**src/rtl/pd_seq_pkg.sv**
```systemverilog
// Shared definitions for the power-domain switch sequencer: state encodings
// and the per-state control output decode.
package pd_seq_pkg;

  localparam int unsigned STATE_W = 3;

  typedef enum logic [STATE_W-1:0] {
    ST_OFF     = 3'd0,
    ST_PWR_UP  = 3'd1,
    ST_RESTORE = 3'd2,
    ST_DEISO   = 3'd3,
    ST_ON      = 3'd4,
    ST_ISO     = 3'd5,
    ST_SAVE    = 3'd6,
    ST_PWR_DN  = 3'd7
  } state_e;

  typedef struct packed {
    logic iso_en;
    logic sw_en;
    logic save;
    logic restore;
    logic pwr_ack;
  } seq_out_t;

  localparam seq_out_t OUT_OFF     = '{iso_en: 1'b1, sw_en: 1'b0, save: 1'b0, restore: 1'b0, pwr_ack: 1'b0};
  localparam seq_out_t OUT_PWR_UP  = '{iso_en: 1'b1, sw_en: 1'b1, save: 1'b0, restore: 1'b0, pwr_ack: 1'b0};
  localparam seq_out_t OUT_RESTORE = '{iso_en: 1'b1, sw_en: 1'b1, save: 1'b0, restore: 1'b1, pwr_ack: 1'b0};
  localparam seq_out_t OUT_DEISO   = '{iso_en: 1'b0, sw_en: 1'b1, save: 1'b0, restore: 1'b0, pwr_ack: 1'b0};
  localparam seq_out_t OUT_ON      = '{iso_en: 1'b0, sw_en: 1'b1, save: 1'b0, restore: 1'b0, pwr_ack: 1'b1};
  localparam seq_out_t OUT_ISO     = '{iso_en: 1'b1, sw_en: 1'b1, save: 1'b0, restore: 1'b0, pwr_ack: 1'b0};
  localparam seq_out_t OUT_SAVE    = '{iso_en: 1'b1, sw_en: 1'b1, save: 1'b1, restore: 1'b0, pwr_ack: 1'b0};
  localparam seq_out_t OUT_PWR_DN  = '{iso_en: 1'b1, sw_en: 1'b0, save: 1'b0, restore: 1'b0, pwr_ack: 1'b0};

  function automatic seq_out_t decode_out(input state_e st);
    seq_out_t o;
    o = OUT_OFF;
    case (st)
      ST_OFF:     o = OUT_OFF;
      ST_PWR_UP:  o = OUT_PWR_UP;
      ST_RESTORE: o = OUT_RESTORE;
      ST_DEISO:   o = OUT_DEISO;
      ST_ON:      o = OUT_ON;
      ST_ISO:     o = OUT_ISO;
      ST_SAVE:    o = OUT_SAVE;
      ST_PWR_DN:  o = OUT_PWR_DN;
      default:    o = OUT_OFF;
    endcase
    return o;
  endfunction

  function automatic logic is_busy(input state_e st);
    return !((st == ST_OFF) || (st == ST_ON));
  endfunction

endpackage

```
**src/rtl/pd_seq_timer.sv**
```systemverilog
// Load/decrement wait timer shared by all timed sequencer states; saturates
// at zero and flags terminal count with a registered zero.
module pd_seq_timer #(
  parameter int unsigned CNT_W = 8
) (
  input  logic             clk,
  input  logic             rst,
  input  logic             load,
  input  logic [CNT_W-1:0] load_val,
  output logic             zero
);

  logic [CNT_W-1:0] cnt_q, cnt_d;
  logic             zero_q, zero_d;

  always_comb begin
    cnt_d = cnt_q;
    if (load) begin
      cnt_d = load_val;
    end else if (cnt_q != '0) begin
      cnt_d = cnt_q - CNT_W'(1);
    end
    zero_d = (cnt_d == '0);
  end

  always_ff @(posedge clk or posedge rst) begin
    if (rst) begin
      cnt_q  <= '0;
      zero_q <= 1'b1;
    end else begin
      cnt_q  <= cnt_d;
      zero_q <= zero_d;
    end
  end

  assign zero = zero_q;

endmodule

```
**src/rtl/pd_switch_sequencer.sv**
```systemverilog
// Power-gating sequencer for one switchable domain: orders isolate/save/
// switch-off and switch-on/restore/de-isolate, with a sticky switch timeout.
module pd_switch_sequencer
  import pd_seq_pkg::*;
#(
  parameter int unsigned SAVE_CYCLES    = 2,
  parameter int unsigned RESTORE_CYCLES = 2,
  parameter int unsigned SW_TIMEOUT     = 255,
  parameter int unsigned CNT_W          = 8
) (
  input  logic               clk,
  input  logic               rst,
  input  logic               pwr_on_req,
  input  logic               pwr_good,
  input  logic               err_clr,
  output logic               pwr_ack,
  output logic               busy,
  output logic               iso_en,
  output logic               sw_en,
  output logic               save,
  output logic               restore,
  output logic               err,
  output logic [STATE_W-1:0] state
);

  state_e     state_q, state_d;
  seq_out_t   out_q, out_d;
  logic       busy_q, busy_d;
  logic       err_q, err_d;
  logic       timeout_c;

  logic             tmr_load;
  logic [CNT_W-1:0] tmr_val;
  logic             tmr_zero;

  pd_seq_timer #(
    .CNT_W (CNT_W)
  ) u_timer (
    .clk      (clk),
    .rst      (rst),
    .load     (tmr_load),
    .load_val (tmr_val),
    .zero     (tmr_zero)
  );

  // Next-state logic; timeouts abandon the sequence and land in OFF.
  always_comb begin
    state_d   = state_q;
    timeout_c = 1'b0;
    unique case (state_q)
      ST_OFF: begin
        if (pwr_on_req && !err_q) state_d = ST_PWR_UP;
      end
      ST_PWR_UP: begin
        if (pwr_good) begin
          state_d = ST_RESTORE;
        end else if (tmr_zero) begin
          timeout_c = 1'b1;
          state_d   = ST_OFF;
        end
      end
      ST_RESTORE: begin
        if (tmr_zero) state_d = ST_DEISO;
      end
      ST_DEISO: begin
        state_d = ST_ON;
      end
      ST_ON: begin
        if (!pwr_on_req) state_d = ST_ISO;
      end
      ST_ISO: begin
        state_d = ST_SAVE;
      end
      ST_SAVE: begin
        if (tmr_zero) state_d = ST_PWR_DN;
      end
      ST_PWR_DN: begin
        if (!pwr_good) begin
          state_d = ST_OFF;
        end else if (tmr_zero) begin
          timeout_c = 1'b1;
          state_d   = ST_OFF;
        end
      end
      default: begin
        state_d = ST_OFF;
      end
    endcase
  end

  // Timer reload on every state change; count is cycles-in-state minus one.
  always_comb begin
    tmr_load = (state_d != state_q);
    tmr_val  = '0;
    case (state_d)
      ST_PWR_UP,
      ST_PWR_DN:  tmr_val = CNT_W'(SW_TIMEOUT - 1);
      ST_RESTORE: tmr_val = CNT_W'(RESTORE_CYCLES - 1);
      ST_SAVE:    tmr_val = CNT_W'(SAVE_CYCLES - 1);
      default:    tmr_val = '0;
    endcase
  end

  // Outputs decoded from the next state so they are valid on state entry.
  always_comb begin
    out_d  = decode_out(state_d);
    busy_d = is_busy(state_d);
    err_d  = err_q;
    if (err_clr)   err_d = 1'b0;
    if (timeout_c) err_d = 1'b1;
  end

  always_ff @(posedge clk or posedge rst) begin
    if (rst) begin
      state_q <= ST_OFF;
      out_q   <= OUT_OFF;
      busy_q  <= 1'b0;
      err_q   <= 1'b0;
    end else begin
      state_q <= state_d;
      out_q   <= out_d;
      busy_q  <= busy_d;
      err_q   <= err_d;
    end
  end

  assign pwr_ack = out_q.pwr_ack;
  assign iso_en  = out_q.iso_en;
  assign sw_en   = out_q.sw_en;
  assign save    = out_q.save;
  assign restore = out_q.restore;
  assign busy    = busy_q;
  assign err     = err_q;
  assign state   = state_q;

endmodule

```
**config.mk**
```make
export PLATFORM = sky130hd
export DESIGN_NAME = pd_switch_sequencer
export DESIGN_NICKNAME = d
export VERILOG_FILES = /design/src/rtl/pd_seq_pkg.sv /design/src/rtl/pd_seq_timer.sv /design/src/rtl/pd_switch_sequencer.sv
export SDC_FILE = /design/constraint.sdc
export NUM_CORES = 1
export LEC_CHECK = 0
export BUFFER_PORTS_ARGS = -buffer_cell sky130_fd_sc_hd__buf_4
export CORE_UTILIZATION = 55
export CTS_BUF_LIST = sky130_fd_sc_hd__clkbuf_4
export CTS_CLUSTER_SIZE = 24
export DETAILED_ROUTE_END_ITERATION = 10
export GPL_ROUTABILITY_DRIVEN = 1
export PLACE_DENSITY = 0.84
export SYNTH_ARGS = -nofsm -noshare
export SYNTH_HDL_FRONTEND = slang
export SYNTH_SLANG_ARGS = --single-unit
```
**constraint.sdc**
```tcl
create_clock -name clk -period 2.9 [get_ports clk]
set_clock_uncertainty 0.1 [all_clocks]
set_input_delay 0.29 -clock clk [delete_from_list [all_inputs] [get_ports clk]]
set_output_delay 0.29 -clock clk [all_outputs]
set_load 0.05 [all_outputs]
```
; Word level (Yosys, flattened, before mapping)
; Memory sizes are Yosys's and may differ from the RTL's. A register that Yosys moved wholly into a read port is not among the register bits.
; Cells that the tools add are included.
; W data, S select, Z words.
[op_classes]
reduce_logical = 11
muxes = 17
addsub = 1
eq_ne = 13
[ops]
columns = cell, n
row1 = $pmux W3 S8, 1
row2 = $eq A3 B3 Y1 const B, 7
row3 = $mux W3, 7
row4 = $mux W8, 2
row5 = $pmux W8 S2, 1
row6 = $eq A3 B2 Y1 const B, 3
row7 = $logic_not A8 Y1, 1
row8 = $reduce_bool A8 Y1, 1
row9 = $sub A8 B1 Y8 const B, 1
row10 = $eq A3 B1 Y1 const B, 2
row11 = $logic_not A3 Y1, 2
row12 = $mux W1, 5
row13 = $reduce_or A2 Y1, 2
row14 = $ne A3 B3 Y1, 1
row15 = $logic_not A1 Y1, 2
row16 = $pmux W1 S2, 1
row17 = $reduce_bool A2 Y1, 1
row18 = $logic_and A1 B1 Y1, 1
row19 = $logic_or A1 B1 Y1, 1
[word_totals]
word_cells = 48
inputBits = 5
reg_bits = 14
rom_bits = 40
n_memories = 1
[mem_list]
columns = memory, depth, width, read_ports, rd_ports_with_merged_regs, wr, line
row1 = (name not given), 8, 5, 1, 1, 0, pd_seq_pkg.sv:38  ; case (st)

; Depth between registers and ports, before layout
; Gate-level depths: netlist of the first run.
[depth]
word_depth = 9
mapped_depth = 7
depth_no_buf = 6

; Cells and area by module
; A second synthesis of the first run with hierarchy kept.
[hier_totals]
hier_cells = 120
hier_area_um2 = 1139.8
[by_module_without_submodules]
columns = mod, seq_area_each_um2, n_inst, area_per_inst_um2, cells_each
row1 = pd_seq_timer, 226.5, 1, 599.3, 66
row2 = pd_switch_sequencer, 251.5, 1, 540.5, 54

; Worst setup path before layout of the first run
; OpenSTA, ideal clock, no wires.
[synth_timing]
path_kind = register to register
from = reg state_q[1], in the netlist state[1]
to = reg, netlist name sw_en
arrival_time_ns = 1.664
path_stages_with_launch = 7
path_buffers = 1
t_required_ns = 2.675
path_slack_ns = 1.011
cell_sequence = dfrtp_1 > buf_4 > o21bai_1 > a31o_4 > clkinv_4 > a21o_1 > mux2_4
[synth_via]
elab_chain_cells = 3
word_cells_on_any_way = 16
cone_classes = eq/ne: 7 / mux: 8 / reduce/logical: 1
[synth_rtl]
columns = item, line
row1 = start: declaration, pd_switch_sequencer.sv:26  ; state_e state_q, state_d;
row2 = start signal: assignment, pd_switch_sequencer.sv:120  ; state_q <= state_d;
row3 = $mux W3, "pd_switch_sequencer.sv:57, pd_switch_sequencer.sv:80"
row4 = "$mux W3, on equally long branches", "pd_switch_sequencer.sv:78, pd_switch_sequencer.sv:55"
row5 = $pmux W3 S8 (*), pd_switch_sequencer.sv:50  ; unique case (state_q)
row6 = via state_d[1], pd_switch_sequencer.sv:26
; The timed path passes the listed nets; every way through them passes the cells marked *.
; A chain may end at the register's enable or synchronous reset.

; Final worst setup path of the first run
[layout_timing]
from = reg state_q[2], in the netlist state[2]
to = reg, netlist name sw_en
[layout_via]
word_cells_on_any_way = 16
cone_classes = eq/ne: 7 / mux: 8 / reduce/logical: 1
[layout_rtl]
columns = item, line
row1 = $eq A3 B3 Y1 (tied with other cells), pd_switch_sequencer.sv:50
row2 = $pmux W3 S8 (*), pd_switch_sequencer.sv:50
row3 = via state_d[0], pd_switch_sequencer.sv:26
; Marks and branches as above.

==> flow_summary.toml, run 1 <==
[floorplanning]
io_pins = 15
dieArea_um2 = 2160
fp.dieH_um = 46.5
coreArea_um2 = 1780
num_rows = 15
initial_core_util_pct = 61.1
die_x_um = 46.5

[layout]
area_growth_pct = 12.3
layout.nets = 128
antennaDiodeCount = 0
fill_cells = 142
layout-drive-gt1-share_pct = 23.3

[cts]
post_cts_resized = 0
cts.sinks = 19
cts-root-buf = "clkbuf_4"
cts.path.max_buffers = 2
clk_pin_slew_ps = 100
insertion_delay_ps = 290
cts_buffers = 3
ctsHoldBuffers = 0
h-tree-depth = 1
cts_tree = "built"
postCtsSetupRepairBufs = 0

[sta]
hold_viol_final = 17
finalCriticalPeriod_ps = 1890
timing.final.crit_share_pct = 65.1
maxSlewViolCount = 0
clock.fmax_mhz = 530
setup_violations = 0
timing.setup.tns_ps = 0
worst_pin_slew_ps = 678
rsz0062_at_grt = "no"
timing.slew.headroom_pct = 54.7
holdWs_ps = -6.30

[critical_path]
critical_path.max_stage_delay_ps = 560
path_cells = "nor3b_2, nor3_1, o32ai_4, mux2_4"
cp_max_fo = 16
r2r_start = "state[2]"
critPathSlowestCell = "dfrtp_1"
critPathKind = "register to register"
start_kind = "register"
crit_path_end_kind = "register"
rrSetupSlack_ps = 1010
cp_top_family = "flip-flops"
r2r_end = "sw_en"
crit_buf_inv = 0
reg2regPathDepth = 4
crit_required_ps = 2980
crit_arrival_ps = 1970

[global_route]
grt_max_degree = 20
grtUsageTotal_pct = 21.5
grt_first_pass_wirelength_um = 3200
antenna_found_initial = 0
grt_pass1_vias = 757
grt_overflow = 0

[logic_synthesis]
synth.most_common_cell = "dfrtp_1"
synthTopCellsByArea = "dfrtp_1 (39%), dfstp_2 (4.8%), nor3_1 (3.7%)"
synth.avg_cell_area_um2 = 10.2
yosys_warnings = 0
ys_top_cells_by_count = "dfrtp_1 (17), nor3_1 (8), o21ai_1 (8)"
syn-cell-area_um2 = 1090
synth_top_area_share_pct = 39.1
synth_nets = 114
yosysTopAreaCell = "dfrtp_1"
seq_area_frac_synth_pct = 43.9
synth_cell_type_count = 44
synthFlopType = "dfrtp_1"
ys_ff_latch = 19
synth_edf_count = 0
syn_inst = 107
synthArstFlopShare_pct = 100

[drt]
num_vias = 827
dr.first_iter.drc_count = 23
drc = 0
antenna_left = 0
drt-total-wl_um = 1910
drtPass1Iterations = 4
wl_per_cell_um = 13.2
viasPerCell = 5.70

[run]
drv_cap = 0

[worst_hold_path]
hold_class = "input pin to asynchronous set/reset pin"

[run_status]
status = "complete, but fails checks"
violations = "negative hold slack"

[placed_design]
dp_hpwl_um = 1420
port-buffer-count = 14
gp_congestion = 0.754
cells by family after synthesis:
group | count (synthesis) | share of synthesized area [%]
and+or+nand+nor | 38 | 20.8
AOI/OAI and AO/OA | 27 | 19.3
DFF | 19 | 43.9
buffers and inverters | 12 | 5.63
xor gates and xnor gates | 7 | 5.63
muxes | 2 | 2.41
adders and majority gates | 2 | 2.30
how the worst max path moves through the flow:
| stage | start | endpoint | slack [ps] | cells past startpoint |
|---|---|---|---|---|
| detailed placement | state[2] | sw_en | 1040 | 4 |
| floorplan | state[1] | sw_en | 1010 | 6 |
| global route | state[2] | sw_en | 920 | 4 |
| finish | state[2] | sw_en | 1010 | 4 |
| global placement | state[2] | sw_en | 1110 | 4 |
| CTS | state[2] | sw_en | 1010 | 4 |
sequential cells by signal (all words and copies together) (netlist names):
| signal | flops |
|---|---|
| state | 3 |
| pwr_ack | 1 |
| err | 1 |
| u_timer.zero | 1 |
| busy | 1 |
| restore | 1 |
| iso_en | 1 |
| save | 1 |
| u_timer.cnt_q | 8 |
| sw_en | 1 |
layout make-up:
class | count | area [um^2] | share of cell area (%)
multi-input cells | 76 | 549 | 44.9
flip-flops and latches | 19 | 478 | 39.1
repair buffers | 14 | 105 | 8.60
inverters | 7 | 31.3 | 2.56
well taps | 25 | 31.3 | 2.56
clock buffers | 3 | 22.5 | 1.84
clock inverters | 1 | 5.00 | 0.409
cell usage in the layout (no fill, tap or decap), types with 3 or more instances in the layout:
master / netlist / routed
dfrtp_1: 17 / 17
buf_4: 2 / 14
nor3_1: 8 / 8
o21ai_1: 8 / 8
inv_1: 6 / 6
nor2_1: 6 / 6
nand2_1: 5 / 5
xor2_1: 4 / 4
xnor2_1: 3 / 3
o21ai_0: 3 / 3
clkbuf_4: 0 / 3
routing by layer:
layer	global-route usage [%]	routed length (um)
met5	0	0
met3	3.53	51
met2	38.9	992
met4	8.82	25
met1	24.6	840
stage by stage:
step	worst slack, ps	instances	hold slack [ps]	cell area (um^2)	utilization (%)
3_3_place_gp	1110	141	331	1190	67.0
6_report	1010	145	-6.30	1220	68.6
3_5_place_dp	1040	141	345	1190	67.0
2_1_floorplan	1010	107	140	1090	-
5_1_grt	917	145	43.0	1220	68.6
4_1_cts	1010	145	16.2	1220	68.6
Power of run 1 is left out: the tool's default activity adds up to more than one toggle a clock period on the data nets, which glitch-free logic cannot reach.
==> run 2: changes to the inputs <==
- CORE_UTILIZATION: 55 -> 53
- clock period: 2.9 -> 1.6 ns (I/O delays scaled with it)
==> run 2 against run 1 <==
Against the previous run:
- the run ends with negative setup slack left
- global-route usage increased by 4.7 points
- cell area increased by 19%
- wire length increased by 35%
- register-to-register slack got worse by 1000 ps
- core utilization increased by 6.1 points
- final cell count increased by 15%
- sequential share of layout area decreased by 5.8 points
- die area increased by 3.6%
- first-iteration DRC count increased by 17%
- flip-flop and latch count unchanged
- fmax increased by 16%
- critical path type unchanged
- critical endpoint is now u_timer.zero
==> flow_summary.toml, run 2 (same netlist as run 1, synthesis figures left out) <==
[run_status]
status = "complete, but fails checks"
violations = "negative setup slack"

[cts]
cts_tree = "built"
insertion_delay_ps = 290
cts-root-buf = "clkbuf_4"
h-tree-depth = 1
clk_pin_slew_ps = 110
cts_buffers = 3
cts.path.max_buffers = 2
cts.sinks = 19

[layout]
mostFrequentLayoutCell = "buf_4"
largest_reg_flops = 8
final_util_pct = 74.7
layout.nets = 148
area_growth_pct = 33.2
regMostFlops = "u_timer.cnt_q"
antennaDiodeCount = 0
final_area_um2 = 1450
layout_common_cells = "buf_4 (31), dfrtp_1 (13), o21ai_1 (7), inv_1 (6), nor3_1 (6)"
layout-drive-gt1-share_pct = 42.9

[worst_hold_path]
worstHoldStart = "pwr_on_req"
holdPathStages = 3
hold_class = "input pin to register"
whs_endpoint = "iso_en"

[critical_path]
crit_path_end_kind = "register"
crit_required_ps = 1730
cp-startpoint = "state[0]"
r2r_start = "state[0]"
cp_top_family = "compound AO/OA/AOI/OAI gates"
reg2regPathDepth = 4
cp_max_fo = 13
r2r_end = "u_timer.zero"
crit_buf_inv = 0
path_cells = "nor2b_1, a32o_2, nor2_2, o311a_1"
critical_path.max_stage_delay_ps = 560
rrSetupSlack_ps = -30
critPathKind = "register to register"
crit_arrival_ps = 1750
start_kind = "register"
critPathSlowestCell = "dfrtp_2"

[drt]
wl_per_cell_um = 15.4
drc = 0
highest_layer = "met4"
antenna_left = 0
wl_met2_um = 1410
dr.first_iter.drc_count = 27
drt-total-wl_um = 2580
drtPass1Iterations = 4
met3_length_um = 97
drt-met1-wl_um = 1050
viasPerCell = 5.74
num_vias = 958

[sta]
clock.fmax_mhz = 614
timing.final.crit_share_pct = 102
holdWs_ps = 133
worst_pin_slew_ps = 363
rsz0062_at_grt = "yes"
finalCriticalPeriod_ps = 1630
maxSlewViolCount = 0
hold_viol_final = 0
setup_ws_ps = -29.4
setup_violations = 2
timing.slew.headroom_pct = 75.8

[placed_design]
dp_hpwl_um = 1770
gp_congestion = 0.875
port-buffer-count = 14
place_area_um2 = 1310
dp_slack_ps = -55.8

[global_route]
grtUsageTotal_pct = 26.3
grt_pass1_vias = 905
grt_max_degree = 14
grt_first_pass_wirelength_um = 4110
grt_overflow = 0
antenna_found_initial = 0

[floorplanning]
io_pins = 15
initial_core_util_pct = 56.1
dieArea_um2 = 2240
die_x_um = 47.3
num_rows = 16
coreArea_um2 = 1940
fp.dieH_um = 47.3

[run]
drv_cap = 0
[run 2: timing repair]
action | in CTS | in global routing
resized for setup | 9 | 6
hold buffers | 2 | 0
pin swaps | 1 | 2
buffers inserted | 4 | 1
setup endpoints to repair | 11 | 13
hold endpoints to repair | 9 | 0
cloned | 0 | 0
[run 2: routing by layer]
metal / track usage [%] / vias up
met5: 0 / -
met4: 3.43 / 0
met3: 2.31 / 4
met2: 49.3 / 27
met1: 33.2 / 477
li1: - / 450
[run 2: per-stage QoR]
stage                     instances  TNS, ps
after floorplan                 107     -174
after global placement          156        0
after detailed placement        156     -155
after CTS                       166    -11.6
after global routing            167     -546
final                           167    -43.9
[run 2: worst register-to-register path: cells and delay by family (launching register included)]
kind,cells,cell delay (ps)
AOI/OAI and AO/OA,2,620
DFF,1,560
and+or+nand+nor,2,290
[run 2: layout make-up]
type                            count  area [um^2]
Fill cell                         142          492
Clock buffer                        3         22.5
Clock inverter                      1         5.00
Tap cell                           27         33.8
Sequential cell                    19          483
Multi-Input combinational cell     76          611
Timing Repair Buffer               34          264
Inverter                            7         31.3
[run 2: how the worst max path moves through the flow]
| stage | slack (ps) | end | cells after the start |
|---|---|---|---|
| floorplan | -90 | sw_en | 4 |
| global placement | 20 | restore | 5 |
| detailed placement | -60 | pwr_ack | 5 |
| CTS | -10 | u_timer.zero | 4 |
| global route | -70 | sw_en | 6 |
| finish | -30 | u_timer.zero | 4 |
Power of run 2 is left out for the same reason.
==> run 3: changes to the inputs <==
- CORE_UTILIZATION: 53 -> 50
- CTS_BUF_LIST: sky130_fd_sc_hd__clkbuf_4 -> not set
- PLACE_DENSITY: 0.84 -> 0.81
- clock period: 1.6 -> 1.4 ns (I/O delays scaled with it)
==> run 3 against run 2 <==
Against the previous run:
- cell area up 25%
- the flow still finishes with violations (negative setup slack)
- highest routed layer unchanged
- count of clock-buffer cells in the layout did not move
- critical endpoint is now u_timer.cnt_q[2]
- die area is 5.7% higher
- wire length rose by 75%
- critical path type unchanged
- sequential share of layout area fell by 6.6 points
- non-clock buffer count up 26
==> flow_summary.toml, run 3 (same netlist as run 1, synthesis figures left out) <==
[run_status]
status = "complete, but fails checks"
violations = "negative setup slack"

[sta]
timing.slew.headroom_pct = 74.9
hold_viol_final = 0
rsz0062_at_grt = "yes"
timing.setup.tns_ps = -3970
timing.final.crit_share_pct = 125
finalCriticalPeriod_ps = 1750
setup_ws_ps = -351
clock.fmax_mhz = 571
worst_pin_slew_ps = 372
maxSlewViolCount = 0
setup_violations = 20

[cts]
insertion_delay_ps = 330
clk_pin_slew_ps = 130
cts_buffers = 3
cts-root-buf = "clkbuf_4"
cts.path.max_buffers = 2
cts_tree = "built"
h-tree-depth = 1
cts.sinks = 19

[run]
drv_cap = 0

[critical_path]
critical_path.max_stage_delay_ps = 490
crit_path_end_kind = "register"
path_cells = "nor3b_4, buf_4, nor4_4, buf_4, o21ai_4, o21ai_1"
crit_buf_inv = 2
critPathSlowestCell = "dfrtp_2"
crit_required_ps = 1510
cp_max_fo = 6
cp_common_cell = "buf_4"
crit_arrival_ps = 1870
critPathKind = "register to register"
cp_top_family = "flip-flops"
start_kind = "register"

[layout]
layout.nets = 174
mostFrequentLayoutCell = "buf_4"
final_util_pct = 90.3
layout-drive-gt1-share_pct = 62.0
regMostFlops = "u_timer.cnt_q"
area_growth_pct = 66.0
final_area_um2 = 1810
final_cells = 193
largest_reg_flops = 8
antennaDiodeCount = 0
layout_common_cells = "buf_4 (48), dfrtp_1 (13), buf_6 (8), inv_1 (6), o21ai_1 (6)"
fill_cells = 70

[placed_design]
gp_congestion = 0.839
placed_cells = 176
dp_hpwl_um = 2010
port-buffer-count = 14
place_area_um2 = 1460

[global_route]
grt_max_degree = 20
grt_first_pass_wirelength_um = 5260
grtUsageTotal_pct = 30.6
grt_overflow = 0
grt_pass1_vias = 1052
antenna_found_initial = 0

[drt]
viasPerCell = 6.31
dr.first_iter.drc_count = 63
num_vias = 1217
wl_per_cell_um = 23.3
antenna_left = 0
drt-total-wl_um = 4500
drc = 0
drtPass1Iterations = 4

[floorplanning]
initial_core_util_pct = 54.4
io_pins = 15
num_rows = 16
dieArea_um2 = 2370
fp.dieH_um = 48.7
coreArea_um2 = 2000
die_x_um = 48.7

[worst_hold_path]
hold_class = "input pin to register"
-- run 3: cell count changes in the layout (fill, tap and decap cells not counted), sizes merged --
cell,before,now
buf,32,58
-- run 3: worst min-delay path, cell delays in order --
cell,delay [ps]
buf_4,110
nor3b_2,170
a21oi_1,100
-- run 3: layout make-up --
| type | instances | area [um^2] | area share (%) |
|---|---|---|---|
| inverter | 7 | 31.3 | 1.73 |
| multi-input combinational | 76 | 731 | 40.4 |
| clock buffer | 3 | 22.5 | 1.25 |
| sequential | 19 | 483 | 26.7 |
| tap | 27 | 33.8 | 1.87 |
| clock inverter | 1 | 5.00 | 0.277 |
| timing repair buffer | 60 | 500 | 27.7 |
-- run 3: metal layers --
layer  share of wire, %  routed length, um  global-route usage [%]  vias to the layer above
met5                  0                  0                       0                        -
met4                6.1                274                    13.7                        0
met3                8.6                386                    5.35                       35
met2                 48               2160                    54.6                       88
met1                 37               1670                    35.6                      593
li1                   -                  -                       -                      501
-- run 3: timing repair --
item,in CTS,in global routing
endpoints found under the setup margin,15,20
endpoints found under the hold margin,20,0
setup buffers,1,11
hold buffers,2,0
pin swaps,0,12
resized for setup,11,42
-- run 3: path summary, 6_finish.rpt --
check / cells past startpoint / from / end / slack (ps)
hold reg to reg: 2 / u_timer.cnt_q[7] / u_timer.cnt_q[7] / 600
setup / recovery: 6 / state[2] / u_timer.cnt_q[2] / -350
hold / removal: 3 / pwr_on_req / iso_en / 80
max in group asynchronous: 4 / rst / iso_en / 620
setup reg to reg: 6 / state[2] / u_timer.cnt_q[2] / -350
min in group asynchronous: 4 / rst / save / 310
-- run 3: metrics by stage --
| stage | hold slack (ps) | worst slack [ps] |
|---|---|---|
| floorplan | -10.6 | -288 |
| global placement | 73.1 | -157 |
| detailed placement | 79.7 | -257 |
| CTS | 69.8 | -213 |
| global route | 77.2 | -391 |
| finish | 82.3 | -351 |
Power of run 3 is left out for the same reason.
